`src/rtl/cc_psr_pkg.sv`:
```
// Shared constants and types for the PSR shadow-stack block.
// Optional macro used by the top: CC_PSRSTACK_LOAD_EN (direct unmasked PSR load port).
package cc_psr_pkg;

    localparam int unsigned FLAG_N = 3;
    localparam int unsigned FLAG_Z = 2;
    localparam int unsigned FLAG_V = 1;
    localparam int unsigned FLAG_C = 0;

    localparam int unsigned DEF_DATAWIDTH_FLAGS = 4;
    localparam int unsigned DEF_STACK_DEPTH     = 4;
    localparam int unsigned DEF_DATAWIDTH_COUNT = $clog2(DEF_STACK_DEPTH + 1);

    typedef logic [DEF_DATAWIDTH_FLAGS-1:0] flags_t;

    // Masked flag merge: take new bits where the mask is set, keep old bits elsewhere.
    function automatic flags_t merge_flags(input flags_t old_f, input flags_t new_f, input flags_t mask);
        return (new_f & mask) | (old_f & ~mask);
    endfunction

endpackage

```
`src/rtl/cc_psr_lifo.sv`:
```
// Parametrised register-array LIFO with occupancy count, registered full/empty
// flags and combinational overflow/underflow strobes. Simultaneous push+pop is a no-op.
module cc_psr_lifo
    import cc_psr_pkg::*;
#(
    parameter int unsigned DW    = DEF_DATAWIDTH_FLAGS,
    parameter int unsigned DEPTH = DEF_STACK_DEPTH,
    parameter int unsigned CW    = $clog2(DEPTH + 1)
) (
    input  logic          clk,
    input  logic          rst_n,
    input  logic          i_push,
    input  logic          i_pop,
    input  logic [DW-1:0] i_data,
    output logic [DW-1:0] o_top_c,
    output logic [CW-1:0] o_count,
    output logic          o_full,
    output logic          o_empty,
    output logic          o_ovf_c,
    output logic          o_udf_c
);

    localparam int unsigned AW = (DEPTH > 1) ? $clog2(DEPTH) : 1;

    logic [DW-1:0] r_mem [DEPTH];
    logic [CW-1:0] r_count;
    logic          r_full;
    logic          r_empty;

    logic          w_do_push;
    logic          w_do_pop;
    logic [CW-1:0] w_count_nxt;
    logic [AW-1:0] w_wr_idx;
    logic [AW-1:0] w_rd_idx;

    always_comb begin
        w_do_push   = i_push & ~i_pop & ~r_full;
        w_do_pop    = i_pop & ~i_push & ~r_empty;
        o_ovf_c     = i_push & ~i_pop & r_full;
        o_udf_c     = i_pop & ~i_push & r_empty;
        w_wr_idx    = AW'(r_count);
        // Index 0 while empty keeps the read address in range; the data is unused then.
        w_rd_idx    = r_empty ? '0 : AW'(r_count - CW'(1));
        w_count_nxt = r_count;
        if (w_do_push) begin
            w_count_nxt = r_count + CW'(1);
        end else if (w_do_pop) begin
            w_count_nxt = r_count - CW'(1);
        end
    end

    always_ff @(posedge clk or negedge rst_n) begin
        if (!rst_n) begin
            for (int i = 0; i < int'(DEPTH); i++) begin
                r_mem[i] <= '0;
            end
            r_count <= '0;
            r_full  <= 1'b0;
            r_empty <= 1'b1;
        end else begin
            if (w_do_push) begin
                r_mem[w_wr_idx] <= i_data;
            end
            r_count <= w_count_nxt;
            r_full  <= (w_count_nxt == CW'(DEPTH));
            r_empty <= (w_count_nxt == '0);
        end
    end

    assign o_top_c = r_mem[w_rd_idx];
    assign o_count = r_count;
    assign o_full  = r_full;
    assign o_empty = r_empty;

endmodule

```
`src/rtl/cc_psr_stack.sv`:
```
// Processor status register with per-flag write mask and a LIFO shadow stack
// for trap entry/return. Optional macro CC_PSRSTACK_LOAD_EN adds a direct load port.
module cc_psr_stack
    import cc_psr_pkg::*;
#(
    parameter int unsigned DATAWIDTH_FLAGS = DEF_DATAWIDTH_FLAGS,
    parameter int unsigned STACK_DEPTH     = DEF_STACK_DEPTH,
    parameter int unsigned DATAWIDTH_COUNT = $clog2(STACK_DEPTH + 1)
) (
    input  logic                       CC_PSRSTACK_CLOCK_50,
    input  logic                       CC_PSRSTACK_RESET_InLow,
    input  logic [DATAWIDTH_FLAGS-1:0] CC_PSRSTACK_FLAGS_IN,
    input  logic                       CC_PSRSTACK_SETCOND_InHigh,
    input  logic [DATAWIDTH_FLAGS-1:0] CC_PSRSTACK_MASK_IN,
    input  logic                       CC_PSRSTACK_PUSH_InHigh,
    input  logic                       CC_PSRSTACK_POP_InHigh,
`ifdef CC_PSRSTACK_LOAD_EN
    input  logic                       CC_PSRSTACK_LOAD_InHigh,
    input  logic [DATAWIDTH_FLAGS-1:0] CC_PSRSTACK_LOAD_DATA,
`endif
    output logic [DATAWIDTH_FLAGS-1:0] CC_PSRSTACK_PSR_OUT,
    output logic [DATAWIDTH_COUNT-1:0] CC_PSRSTACK_COUNT_OUT,
    output logic                       CC_PSRSTACK_FULL_OUT,
    output logic                       CC_PSRSTACK_EMPTY_OUT,
    output logic                       CC_PSRSTACK_ERR_OUT
);

    logic [DATAWIDTH_FLAGS-1:0] r_psr;
    logic                       r_err;

    logic [DATAWIDTH_FLAGS-1:0] w_psr_nxt;
    logic [DATAWIDTH_FLAGS-1:0] w_psr_upd;
    logic                       w_err_nxt;
    logic                       w_pop_only;
    logic [DATAWIDTH_FLAGS-1:0] w_top;
    logic                       w_full;
    logic                       w_empty;
    logic                       w_ovf;
    logic                       w_udf;
    logic [DATAWIDTH_COUNT-1:0] w_count;

    // The stack always saves the pre-update PSR; push+pop resolution lives in the LIFO.
    cc_psr_lifo #(
        .DW    (DATAWIDTH_FLAGS),
        .DEPTH (STACK_DEPTH),
        .CW    (DATAWIDTH_COUNT)
    ) u_lifo (
        .clk     (CC_PSRSTACK_CLOCK_50),
        .rst_n   (CC_PSRSTACK_RESET_InLow),
        .i_push  (CC_PSRSTACK_PUSH_InHigh),
        .i_pop   (CC_PSRSTACK_POP_InHigh),
        .i_data  (r_psr),
        .o_top_c (w_top),
        .o_count (w_count),
        .o_full  (w_full),
        .o_empty (w_empty),
        .o_ovf_c (w_ovf),
        .o_udf_c (w_udf)
    );

    // Next-state: pop (restore or underflow hold) beats load beats masked setcond.
    always_comb begin
        w_pop_only = CC_PSRSTACK_POP_InHigh & ~CC_PSRSTACK_PUSH_InHigh;
        w_psr_upd  = r_psr;
        if (CC_PSRSTACK_SETCOND_InHigh) begin
            w_psr_upd = (CC_PSRSTACK_FLAGS_IN & CC_PSRSTACK_MASK_IN) | (r_psr & ~CC_PSRSTACK_MASK_IN);
        end
`ifdef CC_PSRSTACK_LOAD_EN
        if (CC_PSRSTACK_LOAD_InHigh) begin
            w_psr_upd = CC_PSRSTACK_LOAD_DATA;
        end
`endif
        w_psr_nxt = w_psr_upd;
        if (w_pop_only) begin
            w_psr_nxt = w_empty ? r_psr : w_top;
        end
        w_err_nxt = r_err | w_ovf | w_udf;
    end

    always_ff @(posedge CC_PSRSTACK_CLOCK_50 or negedge CC_PSRSTACK_RESET_InLow) begin
        if (!CC_PSRSTACK_RESET_InLow) begin
            r_psr <= '0;
            r_err <= 1'b0;
        end else begin
            r_psr <= w_psr_nxt;
            r_err <= w_err_nxt;
        end
    end

    assign CC_PSRSTACK_PSR_OUT   = r_psr;
    assign CC_PSRSTACK_COUNT_OUT = w_count;
    assign CC_PSRSTACK_FULL_OUT  = w_full;
    assign CC_PSRSTACK_EMPTY_OUT = w_empty;
    assign CC_PSRSTACK_ERR_OUT   = r_err;

endmodule

```
`config.mk`:
```
export PLATFORM = sky130hd
export DESIGN_NAME = cc_psr_stack
export DESIGN_NICKNAME = d
export VERILOG_FILES = /design/src/rtl/cc_psr_pkg.sv /design/src/rtl/cc_psr_lifo.sv /design/src/rtl/cc_psr_stack.sv
export SDC_FILE = /design/constraint.sdc
export NUM_CORES = 1
export LEC_CHECK = 0
export CAP_MARGIN = 20
export CELL_PAD_IN_SITES_DETAIL_PLACEMENT = 1
export CELL_PAD_IN_SITES_GLOBAL_PLACEMENT = 1
export CORE_MARGIN = 3
export CORE_UTILIZATION = 45
export DETAILED_ROUTE_END_ITERATION = 10
export HOLD_SLACK_MARGIN = 0.02
export PLACE_DENSITY_LB_ADDON = 0.12
export REMOVE_ABC_BUFFERS = 1
export SETUP_SLACK_MARGIN = 0.02
export SLEW_MARGIN = 20
export SYNTH_ARGS = -nofsm -noshare
export SYNTH_HDL_FRONTEND = slang
export SYNTH_SLANG_ARGS = --single-unit
```
`constraint.sdc`:
```
create_clock -name CC_PSRSTACK_CLOCK_50 -period 3 [get_ports CC_PSRSTACK_CLOCK_50]
set_input_delay 0.6 -clock CC_PSRSTACK_CLOCK_50 [delete_from_list [all_inputs] [get_ports CC_PSRSTACK_CLOCK_50]]
set_output_delay 0.6 -clock CC_PSRSTACK_CLOCK_50 [all_outputs]
set_load 0.01 [all_outputs]
```
# After elaboration in Yosys (flattened, before gate mapping)
# Index checks and enable logic that the tools add are counted.
# word_totals
register_bits,26
input_bits,13
output_inout_bits,10
elab_cells,50
# classes
addsub,2
order_cmp,3
n_eq_ne,2
muxes,12
bitwise,18
n_reduce_logical,4
# op_table
op,n
4-bit two-way mux,6
16-bit bitwise mux,1
4-bit bitwise AND,2
4-bit binary-select mux with 2-bit select,1
4-bit demux with 2-bit select,1
1-bit bitwise AND,6
3-bit >= comparator (second input constant),2
3-bit two-way mux,2
2-bit inverter with 3-bit output,2
1-bit inverter,4
4-bit inverter,1
4-bit bitwise OR,1
3-bit by 1-bit adder with 3-bit output (second input constant),1
3-bit == test (second input constant),1
3-bit logical NOT,1
3-bit by 1-bit < comparator with 1-bit output (second input constant),1
3-bit by 1-bit subtractor with 3-bit output (second input constant),1
2-bit two-way mux,1
2-bit inequality test (second input constant),1
1-bit bitwise OR,2
2-bit AND reduction,1
2-bit nonzero test,1
1-bit logical AND,1

# Logic depth before layout (Yosys ltp)
# Gate-level depths: netlist of run 1.
# depth
word_depth,8
depth_mapped,8
ltp_nobuf,6

# Modules after synthesis
# Synthesis of run 1 repeated with hierarchy kept, for this count alone.
# unflattened
hier_cells,118
area_unflattened_um2,1420.1
# modules_own_cells
mod,instances,cells_each,area_per_inst_um2,seq_area_each_um2
cc_psr_lifo,1,89,1118.6,526.8
cc_psr_stack,1,29,301.5,125.1

# Worst setup path after synthesis of run 1
# Ideal clock, no wire load.
# synth_path
path_type,reg2reg
startpoint,"register u_lifo.r_count[0], in the netlist u_lifo.o_count[0]"
endpoint,register (tool-made name)
setup_time_ps,122
arrival_time_ps,1633
t_required_ps,2878
setup_slack_ps,1244
path_stages_with_launch,9
path_buffers,2
synth_period_minus_slack_ps,1756
cell_sequence,dfrtp_1 > buf_6 > inv_1 > ha_1 > buf_2 > nor2_1 > a221o_1 > a21oi_1 > o21ai_1
# synth_rtl
item,line_no,text
"start, declared",cc_psr_lifo.sv:26,logic [CW-1:0] r_count;
"start signal, assigned",cc_psr_lifo.sv:64,r_count <= w_count_nxt;

# Final worst setup path of run 1
# layout_path
startpoint,"register u_lifo.r_count[0], in the netlist u_lifo.o_count[0]"
endpoint,output port CC_PSRSTACK_COUNT_OUT[0]
# layout_rtl
item,line_no,text
"end, declared",cc_psr_stack.sv:22,"output logic [DATAWIDTH_COUNT-1:0] CC_PSRSTACK_COUNT_OUT,"
# No word-level cell between the ends.

==> impl_metrics.ini, run 1 <==
[clock_tree]
cts_setup_buffers = 0
cts_made_buffers = 3
htreeDepth = 1
cts_sinks = 26
cts_hold_buf = 0
ctsResizeCount = 0
clockBufferDepth = 2
cts.clk_slew.worst_paths_ns = 0.13
root_buffer = clkbuf_4
cts_tree = yes
clk_latency_ns = 0.32

[yosys]
synth_area_leaders = dfrtp_1 45%, mux2_2 14%, ha_1 4.5%
synth_simple_gate_area_frac = 0.1151
synthDistinctLibCells = 30
ys_ff_latch = 26
synth_compound_area_frac = 0.1342
synth_top_area_cell = dfrtp_1
synth_area_um2 = 1380
synth_adder_area_share = 0.04533
ys_warn_count = 0
synth_top_area_share = 0.4533
yosys.area_share.xor_xnor = 0.02357
ys_seq_area_frac = 0.4723
synth_area_per_cell_um2 = 12.00
muxShareOfSynthArea = 0.1677
syn_inst = 115
synth_top_family_by_area = multiplexers

[sta]
fmax_mhz = 444.7
fin_crit_ns = 2.249
setup_tns_ns = 0
skew_ns = 0.009687
setup_viol = 0
fin_crit_sh = 0.7496
rsz0062_at_grt = false
worst_slew_pin_slew_ns = 0.4279
max_slew_margin = 0.7138
slew_viol_final = 0
timing.final.hold_violations = 0

[setup_path]
path_cells = buf_4 > clkdlybuf4s50_1
cp_max_fo = 9
arrival_ns = 1.65
cp_slowest_cell = clkdlybuf4s50_1
criticalPathCategory = flop to primary output
startpoint_type = flop
cp.required_ns = 2.40
slowest_delay_ns = 0.55
crit_path_end_kind = primary output

[placed_design]
dp_cells = 162
place.gp.congestion = 0.7442
portBuffers = 22
hpwl_um = 2431

[route]
avgRoutedWirePerCell_um = 18.60
drcViolationCount = 0
postRouteAntennaNets = 0
drtIter0Drc = 40
vias = 971
drt-total-wl_um = 3087
dr.pass1.iters = 4
vias_per_cell = 5.849

[global_routing]
grt_pass1_vias = 1071
grt.total_usage = 0.1921
antenna_found_initial = 0
grt_pass1_wl_um = 5209
gr-total-overflow = 0
grt_max_degree = 27

[final_layout]
fillers = 287
layout.nets = 154
final_cell_mix = 25 x dfrtp_1, 22 x clkdlybuf4s50_1, 17 x mux2_2
n_antenna_cell = 0
layout-drive-gt1-share = 0.2444
layout_commonest_cell = dfrtp_1
area_growth_pct = 20.58
final_cells = 166

[run]
cap_violations = 0

[pwr]
p_per_area_nw_per_um2 = 1003
leakage_nw = 0.7192
power_w = 0.001668
ir_drop_mv = 0.5393

[floorplan]
core_area_um2 = 2829
dieWidth_um = 61.38
die_area_um2 = 3768
initial_core_util = 0.4878
chipHeight_um = 61.38
ioPinCount = 23
rows = 19

[run_status]
status = finished clean

[hold_path]
hold_path_class = flop to flop
[synth_stat cells]
| cell type | number |
|---|---|
| dfrtp_1 | 25 |
| mux2_2 | 17 |
| nand3_1 | 7 |
| a21oi_1 | 6 |
| nor2_1 | 6 |
| ha_1 | 5 |
| a22o_1 | 4 |
| and3_1 | 4 |
| buf_2 | 4 |
| inv_1 | 4 |
| a221o_1 | 3 |
| a41oi_1 | 3 |
| clkbuf_1 | 3 |
| o21ai_1 | 3 |
| a211oi_1 | 2 |
| mux2_4 | 2 |
| nand2b_1 | 2 |
| nor3_1 | 2 |
| xnor2_2 | 2 |
| a21oi_2 | 1 |
| a221oi_1 | 1 |
| a311o_1 | 1 |
| and4bb_4 | 1 |
| buf_6 | 1 |
| dfstp_2 | 1 |
| mux2i_1 | 1 |
| nor3b_2 | 1 |
| nor3b_4 | 1 |
| o22ai_1 | 1 |
| or2_2 | 1 |
[per-layer routing]
layer	track usage	wire [um]
met5	0	0
met4	0.06061	56
met3	0.03774	141
met2	0.3338	1504
met1	0.2407	1384
[critical path: cells and delay by family, from the launching register on]
kind | cells | cell delay [ns]
buf+inv | 2 | 0.79
flops | 1 | 0.54
[path summary, 6_finish.rpt]
| path | cells after the start | slack, ns | end | start |
|---|---|---|---|---|
| max in group asynchronous | 2 | 2.07 | u_lifo.o_empty$_DFF_PN1_ | CC_PSRSTACK_RESET_InLow |
| max reg2reg | 6 | 1.08 | u_lifo.o_full$_DFF_PN0_ | u_lifo.o_count[0]$_DFF_PN0_ |
| max | 2 | 0.75 | CC_PSRSTACK_COUNT_OUT[0] | u_lifo.o_count[0]$_DFF_PN0_ |
| min reg2reg | 1 | 0.52 | u_lifo.r_mem[3]$_DFFE_PN0P_ | u_lifo.r_mem[3]$_DFFE_PN0P_ |
| min in group asynchronous | 2 | 0.62 | CC_PSRSTACK_ERR_OUT$_DFF_PN0_ | CC_PSRSTACK_RESET_InLow |
| min | 1 | 0.52 | u_lifo.r_mem[3]$_DFFE_PN0P_ | u_lifo.r_mem[3]$_DFFE_PN0P_ |
[area by class of cell]
class,count,area [um2],area share
Clock buffer,3,22.52,0.01353
Clock inverter,1,30.03,0.01805
Inverter,4,15.01,0.009023
Tap cell,31,38.79,0.02331
Multi-Input combinational cell,77,670.6,0.4030
Timing Repair Buffer,24,235.2,0.1414
Sequential cell,26,651.9,0.3917
[through the flow]
stage	worst slack, ns	area, um2	hold slack [ns]	util
after floorplan	1.121	1338	0.3044	-
after global placement	0.6316	1612	0.4835	0.5697
after detailed placement	0.5650	1612	0.4957	0.5697
after CTS	0.7229	1664	0.5284	0.5882
after global routing	0.6475	1664	0.5408	0.5882
final	0.7511	1664	0.5231	0.5882
[cells by family (layout without fill, tap and decap cells)]
family / after synthesis / count (layout)
muxes: 20 / 20
and+or+nand+nor: 25 / 25
DFF: 26 / 26
AOI/OAI and AO/OA: 25 / 25
buffers and inverters: 12 / 32
xor gates and xnor gates: 2 / 2
adders and majority gates: 5 / 5
[where the power goes]
part	leakage (nW)	total (W)	switching (W)	internal [W]
Clock	0.0279	0.000239	0.000104	0.000135
Sequential	0.309	0.000689	0.000169	0.000520
Combinational	0.383	0.000741	0.000320	0.000421
Total	0.719	0.00167	0.000592	0.00108
Note: power is estimated with default switching activity, not from simulation.
==> inputs of run 2 (changes only) <==
--- a/config.mk
+++ b/config.mk
@@ -9,7 +9,7 @@
 export CELL_PAD_IN_SITES_DETAIL_PLACEMENT = 1
 export CELL_PAD_IN_SITES_GLOBAL_PLACEMENT = 1
 export CORE_MARGIN = 3
-export CORE_UTILIZATION = 45
+export CORE_UTILIZATION = 41
 export DETAILED_ROUTE_END_ITERATION = 10
 export HOLD_SLACK_MARGIN = 0.02
 export PLACE_DENSITY_LB_ADDON = 0.12
==> constraint.sdc (replaced) <==
create_clock -name CC_PSRSTACK_CLOCK_50 -period 2.2 [get_ports CC_PSRSTACK_CLOCK_50]
set_input_delay 0.44 -clock CC_PSRSTACK_CLOCK_50 [delete_from_list [all_inputs] [get_ports CC_PSRSTACK_CLOCK_50]]
set_output_delay 0.44 -clock CC_PSRSTACK_CLOCK_50 [all_outputs]
set_load 0.01 [all_outputs]
==> run 2 against run 1 <==
  * Clock-buffer cell count increased by 1
  * Die area increased by 8.8%
  * Worst setup slack got worse by 0.56 ns
  * Critical endpoint is now CC_PSRSTACK_EMPTY_OUT
  * Largest power group unchanged
==> impl_metrics.ini, run 2 (synthesized netlist as in run 1, its figures left out) <==
[pwr]
p_per_area_nw_per_um2 = 1290
ir_drop_mv = 0.5929
leakage_nw = 0.7207

[route]
drtIter0Drc = 26
avgRoutedWirePerCell_um = 17.24
drt-total-wl_um = 3137
drcViolationCount = 0
dr.pass1.iters = 4
vias_per_cell = 5.418
postRouteAntennaNets = 0
vias = 986

[global_routing]
gr-total-overflow = 0
antenna_found_initial = 0
grt.total_usage = 0.1682
grt_pass1_vias = 1077
grt_max_degree = 27
grt_pass1_wl_um = 5395

[sta]
setup_viol = 0
fmax_mhz = 497.2
timing.final.hold_violations = 0
worst_slew_pin_slew_ns = 0.3360
slew_viol_final = 0
setup_tns_ns = 0
skew_ns = 0.002937
fin_crit_ns = 2.011
rsz0062_at_grt = false
fin_crit_sh = 0.9142
max_slew_margin = 0.7760

[setup_path]
cp_max_fo = 11
crit_family = flip-flops
startpoint_type = flop
cp_slowest_cell = dfstp_2
crit_path_end_kind = primary output
criticalPathCategory = flop to primary output
arrival_ns = 1.57
cp.required_ns = 1.76
slowest_delay_ns = 0.68
crit_buf_inv = 1
path_cells = clkdlybuf4s50_1

[clock_tree]
root_buffer = clkbuf_4
cts_setup_buffers = 0
cts.clk_slew.worst_paths_ns = 0.13
cts_hold_buf = 0
clk_latency_ns = 0.31
cts_made_buffers = 3
ctsResizeCount = 0
cts_tree = yes
htreeDepth = 1
clockBufferDepth = 2
cts_sinks = 26

[run_status]
status = finished clean

[floorplan]
dieWidth_um = 64.02
die_area_um2 = 4098
initial_core_util = 0.4412
ioPinCount = 23
chipHeight_um = 64.02
core_area_um2 = 3128
rows = 20

[final_layout]
layout-drive-gt1-share = 0.2536
fillers = 340
final_area_um2 = 1677
layout_commonest_cell = dfrtp_1
final_cell_mix = 25 x dfrtp_1, 22 x clkdlybuf4s50_1, 17 x mux2_2
area_growth_pct = 21.49
n_antenna_cell = 0
layout.nets = 157

[run]
cap_violations = 0

[placed_design]
portBuffers = 22
place_area_um2 = 1650
hpwl_um = 2401
place.gp.congestion = 0.7471

[hold_path]
hold_path_class = input pin to async pin
-- run 2: changes by cell type in the layout (fill, tap and decap cells not counted), sizes merged --
cell	previous run	this run
buf	2	5
clkbuf	3	4
bufinv	1	0
-- run 2: where the power goes --
group | switching (W) | leakage (nW) | internal (W)
Clock | 0.000136 | 0.0150 | 0.0000708
Sequential | 0.000205 | 0.309 | 0.000710
Combinational | 0.000462 | 0.397 | 0.000579
Total | 0.000803 | 0.721 | 0.00136
-- run 2: routing by layer --
layer	routed length (um)	vias to the layer above	GRT usage
met5	0	-	0
met4	20	0	0.03235
met3	115	2	0.02636
met2	1508	17	0.2852
met1	1492	496	0.2271
li1	-	471	-
-- run 2: layout make-up --
type                            instances  area [um2]  share of cell area
Clock buffer                            4       26.28             0.01567
Multi-Input combinational cell         77       670.6              0.4000
Sequential cell                        26       651.9              0.3888
Inverter                                4       15.01            0.008955
Timing Repair Buffer                   27       257.7              0.1537
Tap cell                               44       55.05             0.03284
-- run 2: worst paths after layout --
check | startpoint | to | slack [ns] | cells past startpoint
max in group asynchronous | CC_PSRSTACK_RESET_InLow | u_lifo.o_empty$_DFF_PN1_ | 1.42 | 2
min | CC_PSRSTACK_RESET_InLow | CC_PSRSTACK_ERR_OUT$_DFF_PN0_ | 0.48 | 2
max | u_lifo.o_empty$_DFF_PN1_ | CC_PSRSTACK_EMPTY_OUT | 0.19 | 1
max reg2reg | u_lifo.o_count[1]$_DFF_PN0_ | flop | 0.37 | 6
min reg2reg | u_lifo.r_mem[0]$_DFFE_PN0P_ | u_lifo.r_mem[0]$_DFFE_PN0P_ | 0.52 | 1
min in group CC_PSRSTACK_CLOCK_50 | u_lifo.r_mem[0]$_DFFE_PN0P_ | u_lifo.r_mem[0]$_DFFE_PN0P_ | 0.52 | 1
-- run 2: metrics by stage --
| stage | hold slack [ns] | instances | utilization | worst slack, ns | power [W] |
|---|---|---|---|---|---|
| 2_1_floorplan | 0.1444 | 107 | - | 0.3215 | 0.001539 |
| 3_3_place_gp | 0.4804 | 178 | 0.5276 | 0.2139 | 0.001917 |
| 6_report | 0.4820 | 182 | 0.5360 | 0.1887 | 0.002163 |
| 3_5_place_dp | 0.4926 | 178 | 0.5276 | 0.09604 | 0.001974 |
| 5_1_grt | 0.4899 | 182 | 0.5360 | 0.1156 | 0.002334 |
| 4_1_cts | 0.4843 | 182 | 0.5360 | 0.1786 | 0.002185 |
